**src/rtl/port_link_receiver.sv**
```systemverilog
// Reassembles 6-bit words from pairs of 3-bit toggle-strobed CPU symbols into a FWFT word FIFO; word visible 1 cycle after low symbol.
// Backpressure: a low symbol is withheld (no ack, timer frozen) while the FIFO is full and not being popped that cycle.
module port_link_receiver #(
    parameter int FIFO_DEPTH = 4,
    parameter int TIMEOUT    = 16
) (
    input  logic       clk,
    input  logic       rst_n,
    input  logic [3:0] cpu_port_output,
    output logic [3:0] cpu_port_input,
    output logic [5:0] rx_data,
    output logic       rx_valid,
    input  logic       rx_ready,
    output logic       err_timeout,
    input  logic       err_clear,
    output logic [2:0] fifo_count
);

    localparam int PW = (FIFO_DEPTH > 2) ? $clog2(FIFO_DEPTH) : 1;
    localparam int TW = (TIMEOUT > 2) ? $clog2(TIMEOUT) : 1;

    typedef enum logic {
        IDLE      = 1'b0,
        HAVE_HIGH = 1'b1
    } state_t;

    state_t          state_q, state_d;
    logic            last_tog_q, last_tog_d;
    logic [2:0]      hi_q, hi_d;
    logic [TW-1:0]   timer_q, timer_d;
    logic            err_q, err_d;

    logic [5:0]      mem [FIFO_DEPTH];
    logic [PW-1:0]   wr_ptr, rd_ptr;
    logic [2:0]      count_q;
    logic [5:0]      last_head_q;

    logic            new_sym;
    logic            full;
    logic            empty;
    logic            pop;
    logic            push;
    logic            stall;
    logic            timeout;
    logic [2:0]      sym;

    assign sym     = cpu_port_output[2:0];
    assign new_sym = cpu_port_output[3] != last_tog_q;
    assign full    = count_q == 3'(FIFO_DEPTH);
    assign empty   = count_q == 3'd0;
    assign pop     = !empty && rx_ready;
    // A pop in the same cycle frees a slot, so a full FIFO only stalls when nobody drains it.
    assign stall   = full && !pop;

    always_comb begin
        state_d    = state_q;
        last_tog_d = last_tog_q;
        hi_d       = hi_q;
        timer_d    = timer_q;
        push       = 1'b0;
        timeout    = 1'b0;
        case (state_q)
            IDLE: begin
                if (new_sym) begin
                    hi_d       = sym;
                    timer_d    = '0;
                    last_tog_d = cpu_port_output[3];
                    state_d    = HAVE_HIGH;
                end
            end
            HAVE_HIGH: begin
                if (new_sym) begin
                    if (!stall) begin
                        push       = 1'b1;
                        last_tog_d = cpu_port_output[3];
                        state_d    = IDLE;
                    end
                end else if (timer_q == TW'(TIMEOUT - 1)) begin
                    timeout = 1'b1;
                    hi_d    = 3'd0;
                    state_d = IDLE;
                end else begin
                    timer_d = timer_q + TW'(1);
                end
            end
            default: state_d = IDLE;
        endcase
        // Timeout dominates a coincident clear so the event is never lost.
        err_d = timeout ? 1'b1 : (err_clear ? 1'b0 : err_q);
    end

    always_ff @(posedge clk or negedge rst_n) begin
        if (!rst_n) begin
            state_q    <= IDLE;
            last_tog_q <= 1'b0;
            hi_q       <= 3'd0;
            timer_q    <= '0;
            err_q      <= 1'b0;
        end else begin
            state_q    <= state_d;
            last_tog_q <= last_tog_d;
            hi_q       <= hi_d;
            timer_q    <= timer_d;
            err_q      <= err_d;
        end
    end

    always_ff @(posedge clk) begin
        if (push) begin
            mem[wr_ptr] <= {hi_q, sym};
        end
    end

    always_ff @(posedge clk or negedge rst_n) begin
        if (!rst_n) begin
            wr_ptr      <= '0;
            rd_ptr      <= '0;
            count_q     <= 3'd0;
            last_head_q <= 6'd0;
        end else begin
            if (push) begin
                wr_ptr <= wr_ptr + PW'(1);
            end
            if (pop) begin
                rd_ptr      <= rd_ptr + PW'(1);
                last_head_q <= mem[rd_ptr];
            end
            case ({push, pop})
                2'b10:   count_q <= count_q + 3'd1;
                2'b01:   count_q <= count_q - 3'd1;
                default: count_q <= count_q;
            endcase
        end
    end

    // When empty, present the last word consumed so rx_data stays stable.
    assign rx_data        = empty ? last_head_q : mem[rd_ptr];
    assign rx_valid       = !empty;
    assign fifo_count     = count_q;
    assign err_timeout    = err_q;
    assign cpu_port_input = {last_tog_q, full, state_q == HAVE_HIGH, err_q};

endmodule

```
**config.mk**
```make
export PLATFORM = sky130hd
export DESIGN_NAME = port_link_receiver
export DESIGN_NICKNAME = d
export VERILOG_FILES = /design/src/rtl/port_link_receiver.sv
export SDC_FILE = /design/constraint.sdc
export NUM_CORES = 1
export LEC_CHECK = 0
export CORE_MARGIN = 5
export CORE_UTILIZATION = 60
export CTS_CLUSTER_DIAMETER = 120
export CTS_CLUSTER_SIZE = 30
export DETAILED_ROUTE_END_ITERATION = 10
export PLACE_DENSITY = 0.84
export SYNTH_ARGS = -nofsm -noshare
export SYNTH_HDL_FRONTEND = slang
export SYNTH_SLANG_ARGS = --single-unit
```
**constraint.sdc**
```tcl
create_clock -name clk -period 3.15 [get_ports clk]
set_input_delay 0.63 -clock clk [delete_from_list [all_inputs] [get_ports clk]]
set_output_delay 0.63 -clock clk [all_outputs]
set_load 0.02 [all_outputs]
```
---- Word level (Yosys, flattened, before mapping) ----
Memory sizes are Yosys's and may differ from the RTL's.
Cells that the tools add are included.
operators by class
  $add $sub $neg .......................... 5
  reduce and logical (&&, ||, !) cells .... 10
  eq/ne operators ......................... 11
  muxes and demuxes ....................... 29
  bitwise operators ....................... 1
operators with widths
  kind                 count
  $mux 1               17
  $mux 4               3
  $pmux 3 s2           2
  $mux 3               3
  $reduce_and 3->1     3
  $ne 2x2->1 const B   4
  $pmux 4 s2           1
  $mux 6               1
  $add 2x1->2 const B  2
  $add 4x1->4 const B  1
  $eq 4x4->1 const B   1
  $ne 2x1->1 const B   2
  $pmux 1 s2           2
  $reduce_bool 2->1    2
  $add 3x1->3 const B  1
  $eq 3x3->1 const B   1
  $logic_not 3->1      1
  $sub 3x1->3 const B  1
  $eq 2x1->1 const B   1
  $eq 2x2->1 const B   1
  $logic_and 1x1->1    2
  $logic_not 1->1      2
  $ne 1x1->1           1
  $not 1->1            1
storage, ports and cells
  RAM bits ................................ 24
  register bits after elaboration ......... 23
  input port bits ......................... 8
  memories ................................ 1
  logic and storage cells ................. 66
  output and inout port bits .............. 15
memory list
  memory  depth  width  read ports  clocked after memory_dff  write ports  line  RTL
  mem     4      6      1           0                         1            33    logic [5:0] mem [FIFO_DEPTH];

---- Longest topological paths before layout ----
  depth in word-level cells ............... 10
  mapped depth ............................ 9

---- Least setup slack after synthesis ----
No wires, ideal clock.
  kind .................................... input to register
  from .................................... input rx_ready
  to ...................................... register count_q[2] (netlist: fifo_count[2])
  stages .................................. 9
  path buffers ............................ 0
  arrival time ............................ 2.103 ns
  setup slack ............................. 0.967 ns
  path through ............................ nor4b_2 nor3b_4 inv_1 ha_1 inv_1 fa_1 xor2_1 nor2_1 xor2_1
between the ends
  cells in the longest elaborated chain, start to end .. 8
  elaborated cells on any way between the ends .. 10
  those cells by class .................... eq/ne: 2; mux: 4; reduce/logical: 4
RTL lines
  what                                             line  RTL
  start: declaration                               13    input logic rx_ready,
  $logic_and 1x1->1 (*)                            51    assign pop = !empty && rx_ready;
  $logic_not 1->1                                  53    assign stall = full && !pop;
  $logic_and 1x1->1                                53
  $mux 1                                           73    if (!stall) begin
  $mux 1                                           72    if (new_sym) begin
  $mux 1                                           62    case (state_q)
  $eq 2x1->1 or $eq 2x2->1 (tied branches)         128   case ({push, pop})
  $pmux 3 s2 or $reduce_bool 2->1 (tied branches)  --
  end signal: assignment                           129   2'b10: count_q <= count_q + 3'd1;
  end signal: assignment                           130   2'b01: count_q <= count_q - 3'd1;
  end signal: assignment                           131   default: count_q <= count_q;
  end: declaration                                 35    logic [2:0] count_q;
Every way passes the cells marked *; elsewhere a longest branch is shown, timed or not.
A chain may end at the register's enable or synchronous reset.

---- Final worst setup path ----
  from .................................... register rd_ptr[0]
  to ...................................... output rx_data[1]
between the ends
  cells in the longest elaborated chain, start to end .. 2
RTL lines
  what                      line  RTL
  start: declaration        34    logic [PW-1:0] wr_ptr, rd_ptr;
  start signal: assignment  125   rd_ptr <= rd_ptr + PW'(1);
  $mem_v2 4x6               --
  $mux 6                    137   assign rx_data = empty ? last_head_q : mem[rd_ptr];
  end: declaration          11    output logic [5:0] rx_data,
Every way passes these cells.

==> results.json <==
{
  "status": "complete, no violations",
  "grt_max_degree": 24,
  "clk_pin_slew_ns": 0.12,
  "core_area_um2": 3420,
  "dp_hpwl_mm": 2.91,
  "vias": 1251,
  "synth_seq_cells": 47,
  "area_growth_pct": 13.7,
  "powerDensity_nw_per_um2": 955,
  "antennaDiodeCount": 0,
  "synth_area_per_cell_um2": 14.4,
  "drtIter0Drc": 83,
  "clockBufferDepth": 2,
  "cp-start-kind": "flip-flop",
  "grt_pass1_wl_mm": 7.04,
  "arrival_ns": 2.26,
  "post_cts_buffers": 0,
  "maxCapViolations": 0,
  "hold_viol_final": 0,
  "grt_pass1_vias": 1421,
  "die_w_um": 70.1,
  "worst-slew-pin-transition_ns": 0.398,
  "synth_area_um2": 2170,
  "port_buffers": 22,
  "period_needed_ns": 2.89,
  "gp_congestion": 0.724,
  "vdd_ir_drop_max_v": 0.000401,
  "cts_tree": "yes",
  "layout-drive-gt1-share_pct": 19.1,
  "synth_cell_types": 36,
  "pin_count": 23,
  "initial_core_util_pct": 63.4,
  "viasPerCell": 5.71,
  "seq_area_frac_synth_pct": 59.8,
  "die_y_um": 70.1,
  "grt_util_all_layers_pct": 18.6,
  "critPathMaxFanout": 8,
  "period_share_pct": 91.7,
  "wirelength_mm": 3.98,
  "syn_inst": 151,
  "syn_nets": 166,
  "clockRootBuffer": "clkbuf_4",
  "finClkSkew_ns": 0.0180,
  "worstSetupEndpointType": "output pin",
  "ys_warn_count": 0,
  "ant_nets": 0,
  "hold-worst-slack_ns": 0.520,
  "required_ns": 2.52,
  "timing.fmax_ghz": 0.346,
  "cts-buffers-inserted": 5,
  "setup_viol": 0,
  "hold_class": "reg -> reg",
  "relSlewSlack_pct": 73.4,
  "clock_latency_ns": 0.35,
  "dr.pass1.iters": 4,
  "avgRoutedWirePerCell_um": 18.2,
  "antenna_found_initial": 0,
  "maxSlewViolCount": 0,
  "rsz0062_at_grt": "no",
  "crit_type": "reg -> out",
  "rows": 21,
  "fin_nets": 188,
  "overflow": 0,
  "htreeDepth": 2,
  "mostFrequentLayoutCell": "edfxtp_1",
  "cts_resized": 0,
  "layout_common_cells": "24 x edfxtp_1, 22 x dfrtp_1, 22 x clkdlybuf4s50_1",
  "hold_buffers": 0,
  "clock_sinks": 47,
  "drc": 0,
  "setup_tns_ns": 0,
  "die-area_um2": 4910,
  "p_leak_nw": 0.933
}
per-stage QoR:
| step | setup WS, ns | power (mW) | area, µm² | utilization (%) | instances |
|---|---|---|---|---|---|
| 6_report | 0.261 | 2.35 | 2460 | 72.1 | 219 |
| 3_5_place_dp | 0.307 | 2.13 | 2420 | 70.8 | 212 |
| 2_1_floorplan | 0.967 | 1.74 | 2170 | - | 151 |
| 3_3_place_gp | 0.475 | 2.03 | 2420 | 70.8 | 212 |
| 4_1_cts | 0.0956 | 2.38 | 2460 | 72.1 | 219 |
| 5_1_grt | 0.147 | 2.52 | 2460 | 72.1 | 219 |
Yosys cell counts, drive strengths merged:
cell type  count  area (µm²)
a211oi         3        22.5
a21oi          4        20.0
a31oi          2        12.5
a41oi          1        8.76
and2           4        25.0
and3           2        12.5
buf           10        57.6
clkbuf         2        7.51
dfrtp         23         576
edfxtp        24         721
fa             1        20.0
ha             6        75.1
inv            7        26.3
mux2          14         161
mux2i          2        20.0
mux4           6         135
nand2          4        15.0
nand3          3        15.0
nor2           5        18.8
nor2b          1        6.26
nor3           5        25.0
nor3b          1        18.8
nor4           1        6.26
nor4b          2        23.8
o211ai         2        15.0
o21ai          6        30.0
o31a           1        8.76
or3            1        6.26
xnor2          4        42.6
xor2           4        35.0
flip-flops by register name, indices dropped and copies added (netlist names):
name	count
state_q	1
fifo_count	3
err_timeout	1
rd_ptr	2
hi_q	3
wr_ptr	2
last_tog_q	1
last_head_q	6
mem	24
timer_q	4
where the power goes:
part           total (mW)  internal [mW]  switching [mW]
Clock               0.255         0.0845           0.171
Sequential           1.04          0.864           0.179
Combinational        1.05          0.550           0.505
Total                2.35           1.50           0.855
layer usage:
metal	part of all wire, %	routed length (µm)	track usage (%)	vias up
li1	-	-	-	593
met1	41	1640	22.8	626
met2	54	2150	32.0	23
met3	2.8	111	3.59	9
met4	1.8	73	7.87	0
met5	0	0	0	-
worst paths after layout:
path | cells after the start | startpoint | slack (ns) | to
worst max-delay path | 3 | rd_ptr[0] | 0.26 | rx_data[1]
worst min-delay path | 1 | last_head_q[4] | 0.52 | last_head_q[4]
worst max register to register | 9 | fifo_count[0] | 0.86 | fifo_count[2]
worst min register to register | 1 | last_head_q[4] | 0.52 | last_head_q[4]
max in group asynchronous | 2 | rst_n | 2.27 | hi_q[2]
min in group asynchronous | 2 | rst_n | 0.62 | rd_ptr[1]
cell families after synthesis:
logic type | count (synthesis) | share of synthesized area (%)
adder cells (fa/ha/maj) | 7 | 4.39
AND/OR/NAND/NOR | 29 | 7.97
XOR/XNOR | 8 | 3.58
multiplexers | 22 | 14.6
AO/OA/AOI/OAI | 19 | 5.43
flip-flops | 47 | 59.8
buffers and inverters | 19 | 4.22
worst max-delay path: stages, from the launching register on:
cell and delay (ns):
dfrtp_2 0.54, mux4_2 0.56, mux2_2 0.28, clkdlybuf4s50_1 0.54
layout make-up:
type | instances | area (µm²)
Inverter | 7 | 26.3
Tap cell | 46 | 57.6
Sequential cell | 47 | 1300
Timing Repair Buffer | 27 | 258
Multi-Input combinational cell | 85 | 779
Fill cell | 220 | 952
Clock buffer | 7 | 45.0
(Power assumes the default switching activity.)
